File: config.mk
export PLATFORM = sky130hd
export DESIGN_NAME = instr_fetch
export DESIGN_NICKNAME = d
export VERILOG_FILES = /design/src/rtl/instr_fetch.sv
export SDC_FILE = /design/constraint.sdc
export NUM_CORES = 1
export LEC_CHECK = 0
export ABC_AREA = 0
export BUFFER_PORTS_ARGS = -buffer_cell sky130_fd_sc_hd__buf_2
export CORE_MARGIN = 2
export CORE_UTILIZATION = 40
export CTS_CLUSTER_DIAMETER = 200
export CTS_CLUSTER_SIZE = 30
export DETAILED_ROUTE_END_ITERATION = 16
export PLACE_DENSITY = 0.85
export SETUP_SLACK_MARGIN = 0.2
export SKIP_LAST_GASP = 1
export SLEW_MARGIN = 20
export SYNTH_ARGS = -nofsm -noshare
export SYNTH_HDL_FRONTEND = slang
export SYNTH_SLANG_ARGS = --single-unit
File: constraint.sdc
create_clock -name clk -period 3.1 [get_ports clk]
set_clock_uncertainty 0.15 [all_clocks]
set_input_delay 0.31 -clock clk [delete_from_list [all_inputs] [get_ports clk]]
set_output_delay 0.31 -clock clk [all_outputs]
set_load 0.01 [all_outputs]
File: src/rtl/instr_fetch.sv
// instr_fetch: consumer side of the 4-entry calculator instruction ring.
// Pops words from the ring, drops NOPs and illegal words, and holds each
// legal instruction on a valid/ready output stage until the execution unit
// accepts it. Also keeps a retired-instruction counter and a sticky
// illegal-instruction flag.
module instr_fetch #(
    parameter int DEPTH_LOG2 = 2
) (
    input  logic                          clk,
    input  logic                          rst_n,
    input  logic [(32<<DEPTH_LOG2)-1:0]   queue,
    input  logic [DEPTH_LOG2-1:0]         write_head,
    output logic [DEPTH_LOG2-1:0]         read_head,
    output logic [DEPTH_LOG2:0]           queue_level,
    output logic                          op_valid,
    input  logic                          op_ready,
    output logic [3:0]                    op_code,
    output logic [3:0]                    reg_dst,
    output logic [3:0]                    reg_a,
    output logic [3:0]                    reg_b,
    output logic [15:0]                   imm,
    output logic [15:0]                   retired,
    output logic                          illegal
);

    // Opcode and must-be-zero check for one ring word.
    function automatic logic word_is_legal(input logic [31:0] w);
        logic ok;
        case (w[31:28])
            4'h0:                         ok = (w == 32'h0);
            4'h1, 4'h2, 4'h3, 4'h4, 4'h5: ok = (w[27:12] == 16'h0);
            4'h8, 4'h9, 4'hA, 4'hC:       ok = (w[27:4] == 24'h0);
            4'hB:                         ok = (w[11:4] == 8'h0);
            4'hD:                         ok = (w[27:0] == 28'h0);
            default:                      ok = 1'b0;
        endcase
        return ok;
    endfunction

    logic [DEPTH_LOG2-1:0] read_head_q, read_head_d;
    logic                  op_valid_q,  op_valid_d;
    logic [3:0]            op_code_q,   op_code_d;
    logic [3:0]            reg_dst_q,   reg_dst_d;
    logic [3:0]            reg_a_q,     reg_a_d;
    logic [3:0]            reg_b_q,     reg_b_d;
    logic [15:0]           imm_q,       imm_d;
    logic [15:0]           retired_q,   retired_d;
    logic                  illegal_q,   illegal_d;

    logic                  ring_empty;
    logic                  handshake;
    logic                  load;
    logic [31:0]           word;
    logic                  word_legal;
    logic                  word_nop;
    logic [DEPTH_LOG2-1:0] level_mod;

    // Head comparison, handshake and fetch decision, plus the word at read_head.
    always_comb begin
        ring_empty = (read_head_q == write_head);
        handshake  = op_valid_q && op_ready;
        load       = !ring_empty && (!op_valid_q || op_ready);
        word       = queue[{read_head_q, 5'd0} +: 32];
        word_legal = word_is_legal(word);
        word_nop   = (word == 32'h0);
        level_mod  = write_head - read_head_q;
    end

    // Next-state: pop on load, present legal non-NOP words, count handshakes.
    always_comb begin
        read_head_d = read_head_q;
        op_valid_d  = op_valid_q;
        op_code_d   = op_code_q;
        reg_dst_d   = reg_dst_q;
        reg_a_d     = reg_a_q;
        reg_b_d     = reg_b_q;
        imm_d       = imm_q;
        retired_d   = retired_q;
        illegal_d   = illegal_q;

        // A handshake empties the output stage unless a replacement loads below.
        if (handshake) begin
            op_valid_d = 1'b0;
            retired_d  = retired_q + 16'd1;
        end

        if (load) begin
            read_head_d = read_head_q + {{(DEPTH_LOG2-1){1'b0}}, 1'b1};
            if (!word_legal) begin
                illegal_d = 1'b1;
            end else if (!word_nop) begin
                op_valid_d = 1'b1;
                op_code_d  = word[31:28];
                reg_dst_d  = word[3:0];
                reg_a_d    = word[7:4];
                reg_b_d    = word[11:8];
                imm_d      = word[27:12];
            end
        end
    end

    // State registers; reset discards any held instruction.
    always_ff @(posedge clk or negedge rst_n) begin
        if (!rst_n) begin
            read_head_q <= '0;
            op_valid_q  <= 1'b0;
            op_code_q   <= 4'h0;
            reg_dst_q   <= 4'h0;
            reg_a_q     <= 4'h0;
            reg_b_q     <= 4'h0;
            imm_q       <= 16'h0;
            retired_q   <= 16'h0;
            illegal_q   <= 1'b0;
        end else begin
            read_head_q <= read_head_d;
            op_valid_q  <= op_valid_d;
            op_code_q   <= op_code_d;
            reg_dst_q   <= reg_dst_d;
            reg_a_q     <= reg_a_d;
            reg_b_q     <= reg_b_d;
            imm_q       <= imm_d;
            retired_q   <= retired_d;
            illegal_q   <= illegal_d;
        end
    end

    assign read_head   = read_head_q;
    assign queue_level = {1'b0, level_mod};
    assign op_valid    = op_valid_q;
    assign op_code     = op_code_q;
    assign reg_dst     = reg_dst_q;
    assign reg_a       = reg_a_q;
    assign reg_b       = reg_b_q;
    assign imm         = imm_q;
    assign retired     = retired_q;
    assign illegal     = illegal_q;

endmodule

==> impl_metrics.ini <==
[run_status]
status = finished, violations left
violations = setup timing

[route]
top_layer_used = met4
routed-via-count = 2631
vias_per_cell = 5.12
ant_nets = 0
wl_met3_microns = 512
dr_wl_met2_microns = 4630
drc = 0
met1_length_microns = 3360
wl_per_cell_microns = 16.9
wirelength_microns = 8680
first_pass_iters = 4
first_iter_violations = 64

[clock_network]
insertion_delay_ns = 0.30
clkSinkCount = 52
cts_max_level = 2
cts_tree = yes
clockRootBuffer = clkbuf_8
cts.clk_slew.worst_paths_ns = 0.10
numCtsBuffers = 5
cts_max_path_buffers = 2

[worst_setup_path]
critPathSlowestCell = mux4_2
critPathMaxStageDelay_ns = 0.54
critPathMaxFanout = 15
r2r_start = read_head[0]
cp_cell_sequence = buf_12 > mux4_2 > nor4_4 > buf_4 > nand4_1 > o31a_1 > o21ai_4 > buf_12 > mux2_4
cp-end-kind = flip-flop
cpMostUsedCell = buf_12
crit_path_start = read_head[0]
required_ns = 3.13
rrSetupSlack_ns = -0.002
reg2reg_to = op_code[3]
arrival_ns = 3.13
crit_cells = 9
rr_worst_depth = 9
start_kind = flip-flop
critPathCapture = op_code[3]
cpLargestDelayFamily = multiplexers
timing.critical_path.buf_inv = 3
worst-setup-path-type = reg -> reg

[yosys]
synth_top_family_by_area = multiplexers
yosys-top-cells-area = dfrtp_1 42%, mux4_2 16%, mux2_4 13%, mux4_1 8.4%, xnor2_1 3.4%
muxShareOfSynthArea_pct = 39.1
synth_fa_ha_area_share_pct = 0.799
synth_cell_types = 34
synth_compound_area_share_pct = 2.28
synth_top_cell_by_area = dfrtp_1
yosys.area_share.simple_pct = 7.43
synth-seq-cells = 52
synth-xor-area-share_pct = 5.31
netlist_instances = 208
syn_area_per_cell_sq_um = 15.1
syn_area_sq_mm = 0.00313
yosysWarnings = 0
yosysTopAreaCellShare_pct = 41.5
synth_nets = 343
yosysSeqAreaShare_pct = 41.5

[min_path]
worstHoldPathType = in -> reg

[grt]
antenna_found_initial = 0
grt_pass1_wl_microns = 13500
grt_pass1_vias = 2726
grt_usage_pct = 20.2
grt_start_max_net_pins = 53
overflow = 0

[power_and_ir_drop]
comb_power_share_pct = 56.6
p_sw_w = 0.000973
p_sw_share_pct = 34.7
vdd_drop_max_mv = 0.313
p_seq_share_pct = 27.4
intPower_w = 0.00183
clkPwrFrac_pct = 16.1
power_density_mw_per_mm2 = 608
p_leak_nw = 2.49

[floorplan]
coreArea_sq_mm = 0.00765
dieArea_sq_mm = 0.00856
die_h_microns = 92.5
die_w_microns = 92.5
start_util_pct = 41.0
rows = 32
io_pins = 188

[sta]
drv_slew = 0
hold_violations = 0
fin_tns_setup_ns = -0.00164
post-route-min-period_ns = 3.10
tightest_slew_ns = 0.645
setup_viol_count_final = 1
fin_crit_sh_pct = 100
max_freq_mhz = 322
rsz0062_at_grt = yes
setup_ws_ns = -0.00164
relSlewSlack_pct = 57.0

[placement]
dp_hpwl_microns = 6930
io_buffers = 186
gp_congestion = 0.814
place_ws_ns = -0.122

[final_layout]
final_core_util_pct = 60.4
diodes = 0
layout-drive-gt1-share_pct = 68.7
syn_to_final_growth_pct = 47.4
num-nets-final = 546

[job]
maxCapViolations = 0
-- cell usage after synthesis --
library cell  count
nor4_2            1
nor3_1            1
nand2b_1          2
mux2_4           28
a32o_1            1
clkbuf_1          4
nand2_1          14
mux4_2           22
a211oi_2          1
xor2_1            7
mux4_1           10
o31a_1            1
and2_1            1
dfrtp_1          52
ha_1              2
xnor2_1          12
mux2_2            4
a21o_1            1
o211ai_1          1
nand3b_1          1
nand4_1           4
o21ai_2           1
a21boi_0          1
buf_2             3
inv_1             4
nor2_1            7
buf_6             5
o221ai_1          1
conb_1            1
buf_4             1
nand3_1           2
and3_1            3
or2_2             1
nor4_1            8
-- cells in the final DEF (no fill, tap or decap), drive strengths merged, types with 7 or more instances in the layout --
| cell type | synthesis | layout |
|---|---|---|
| buf | 9 | 207 |
| clkbuf | 4 | 7 |
| dfrtp | 52 | 52 |
| mux2 | 32 | 32 |
| mux4 | 32 | 32 |
| nand2 | 14 | 14 |
| nor2 | 7 | 7 |
| nor4 | 9 | 9 |
| xnor2 | 12 | 12 |
| xor2 | 7 | 7 |
-- power groups by stage --
stage | combinational [W] | sequential (W) | clock, W
floorplan | 0.000914 | 0.000781 | 0
global placement | 0.00127 | 0.000774 | 0
global route | 0.00170 | 0.000774 | 0.000493
detailed placement | 0.00131 | 0.000775 | 0
CTS | 0.00151 | 0.000768 | 0.000460
finish | 0.00159 | 0.000768 | 0.000451
-- worst min path at each step --
stage	to	slack (ns)	startpoint	depth (start not counted)
after floorplan	illegal	-0.14	rst_n	0
after global placement	illegal	0.29	illegal	1
after detailed placement	illegal	0.29	illegal	1
after CTS	reg_a[3]	0.12	rst_n	1
after global routing	op_valid	0.17	op_ready	3
final	op_valid	0.18	op_ready	3
-- routing by layer --
layer	track usage, %	vias to the layer above
met5	0	-
met4	6.97	0
met3	3.82	16
met2	35.4	105
met1	25.1	1306
li1	-	1204
-- worst register-to-register path, stage by stage, from the launching register on --
cell     delay, ns
dfrtp_2       0.47
buf_12        0.15
mux4_2        0.54
nor4_4        0.30
buf_4         0.14
nand4_1       0.18
o31a_1        0.38
o21ai_4       0.14
buf_12        0.21
mux2_4        0.32
-- through the flow --
step / cell area [sq um] / power (W) / instances / hold slack (ns)
final: 4620 / 0.00281 / 514 / 0.178
after global routing: 4620 / 0.00297 / 514 / 0.168
after CTS: 4530 / 0.00274 / 510 / 0.118
after detailed placement: 4280 / 0.00208 / 495 / 0.294
after global placement: 4280 / 0.00205 / 495 / 0.289
after floorplan: 3170 / 0.00169 / 208 / -0.136
-- area by class of cell --
type                            instances  area, sq um
Clock buffer                            6         72.6
Sequential cell                        52         1300
Timing Repair Buffer                  209         1230
Multi-Input combinational cell        139         1840
Inverter                                4         15.0
Fill cell                             630         3030
Tap cell                              102          128
Clock inverter                          2         35.0
-- registers in the layout, indices dropped and copies added (netlist names) --
register   count
illegal        1
retired       16
reg_a          4
read_head      2
imm           16
reg_dst        4
op_code        4
reg_b          4
op_valid       1
-- timing repair --
action,in CTS,in global routing
cloned,1,1
buffers inserted,6,2
setup endpoints to repair,33,34
endpoints found under the hold margin,0,52
hold buffers,0,1
gates resized for setup,11,8
pin swaps,1,1
-- cell families after synthesis --
| logic type | Yosys count |
|---|---|
| AO/OA/AOI/OAI | 8 |
| flip-flops | 52 |
| multiplexers | 64 |
| other | 1 |
| buffers and inverters | 17 |
| AND/OR/NAND/NOR | 45 |
| XOR/XNOR | 19 |
| adder cells (fa/ha/maj) | 2 |
(Power assumes the default switching activity.)
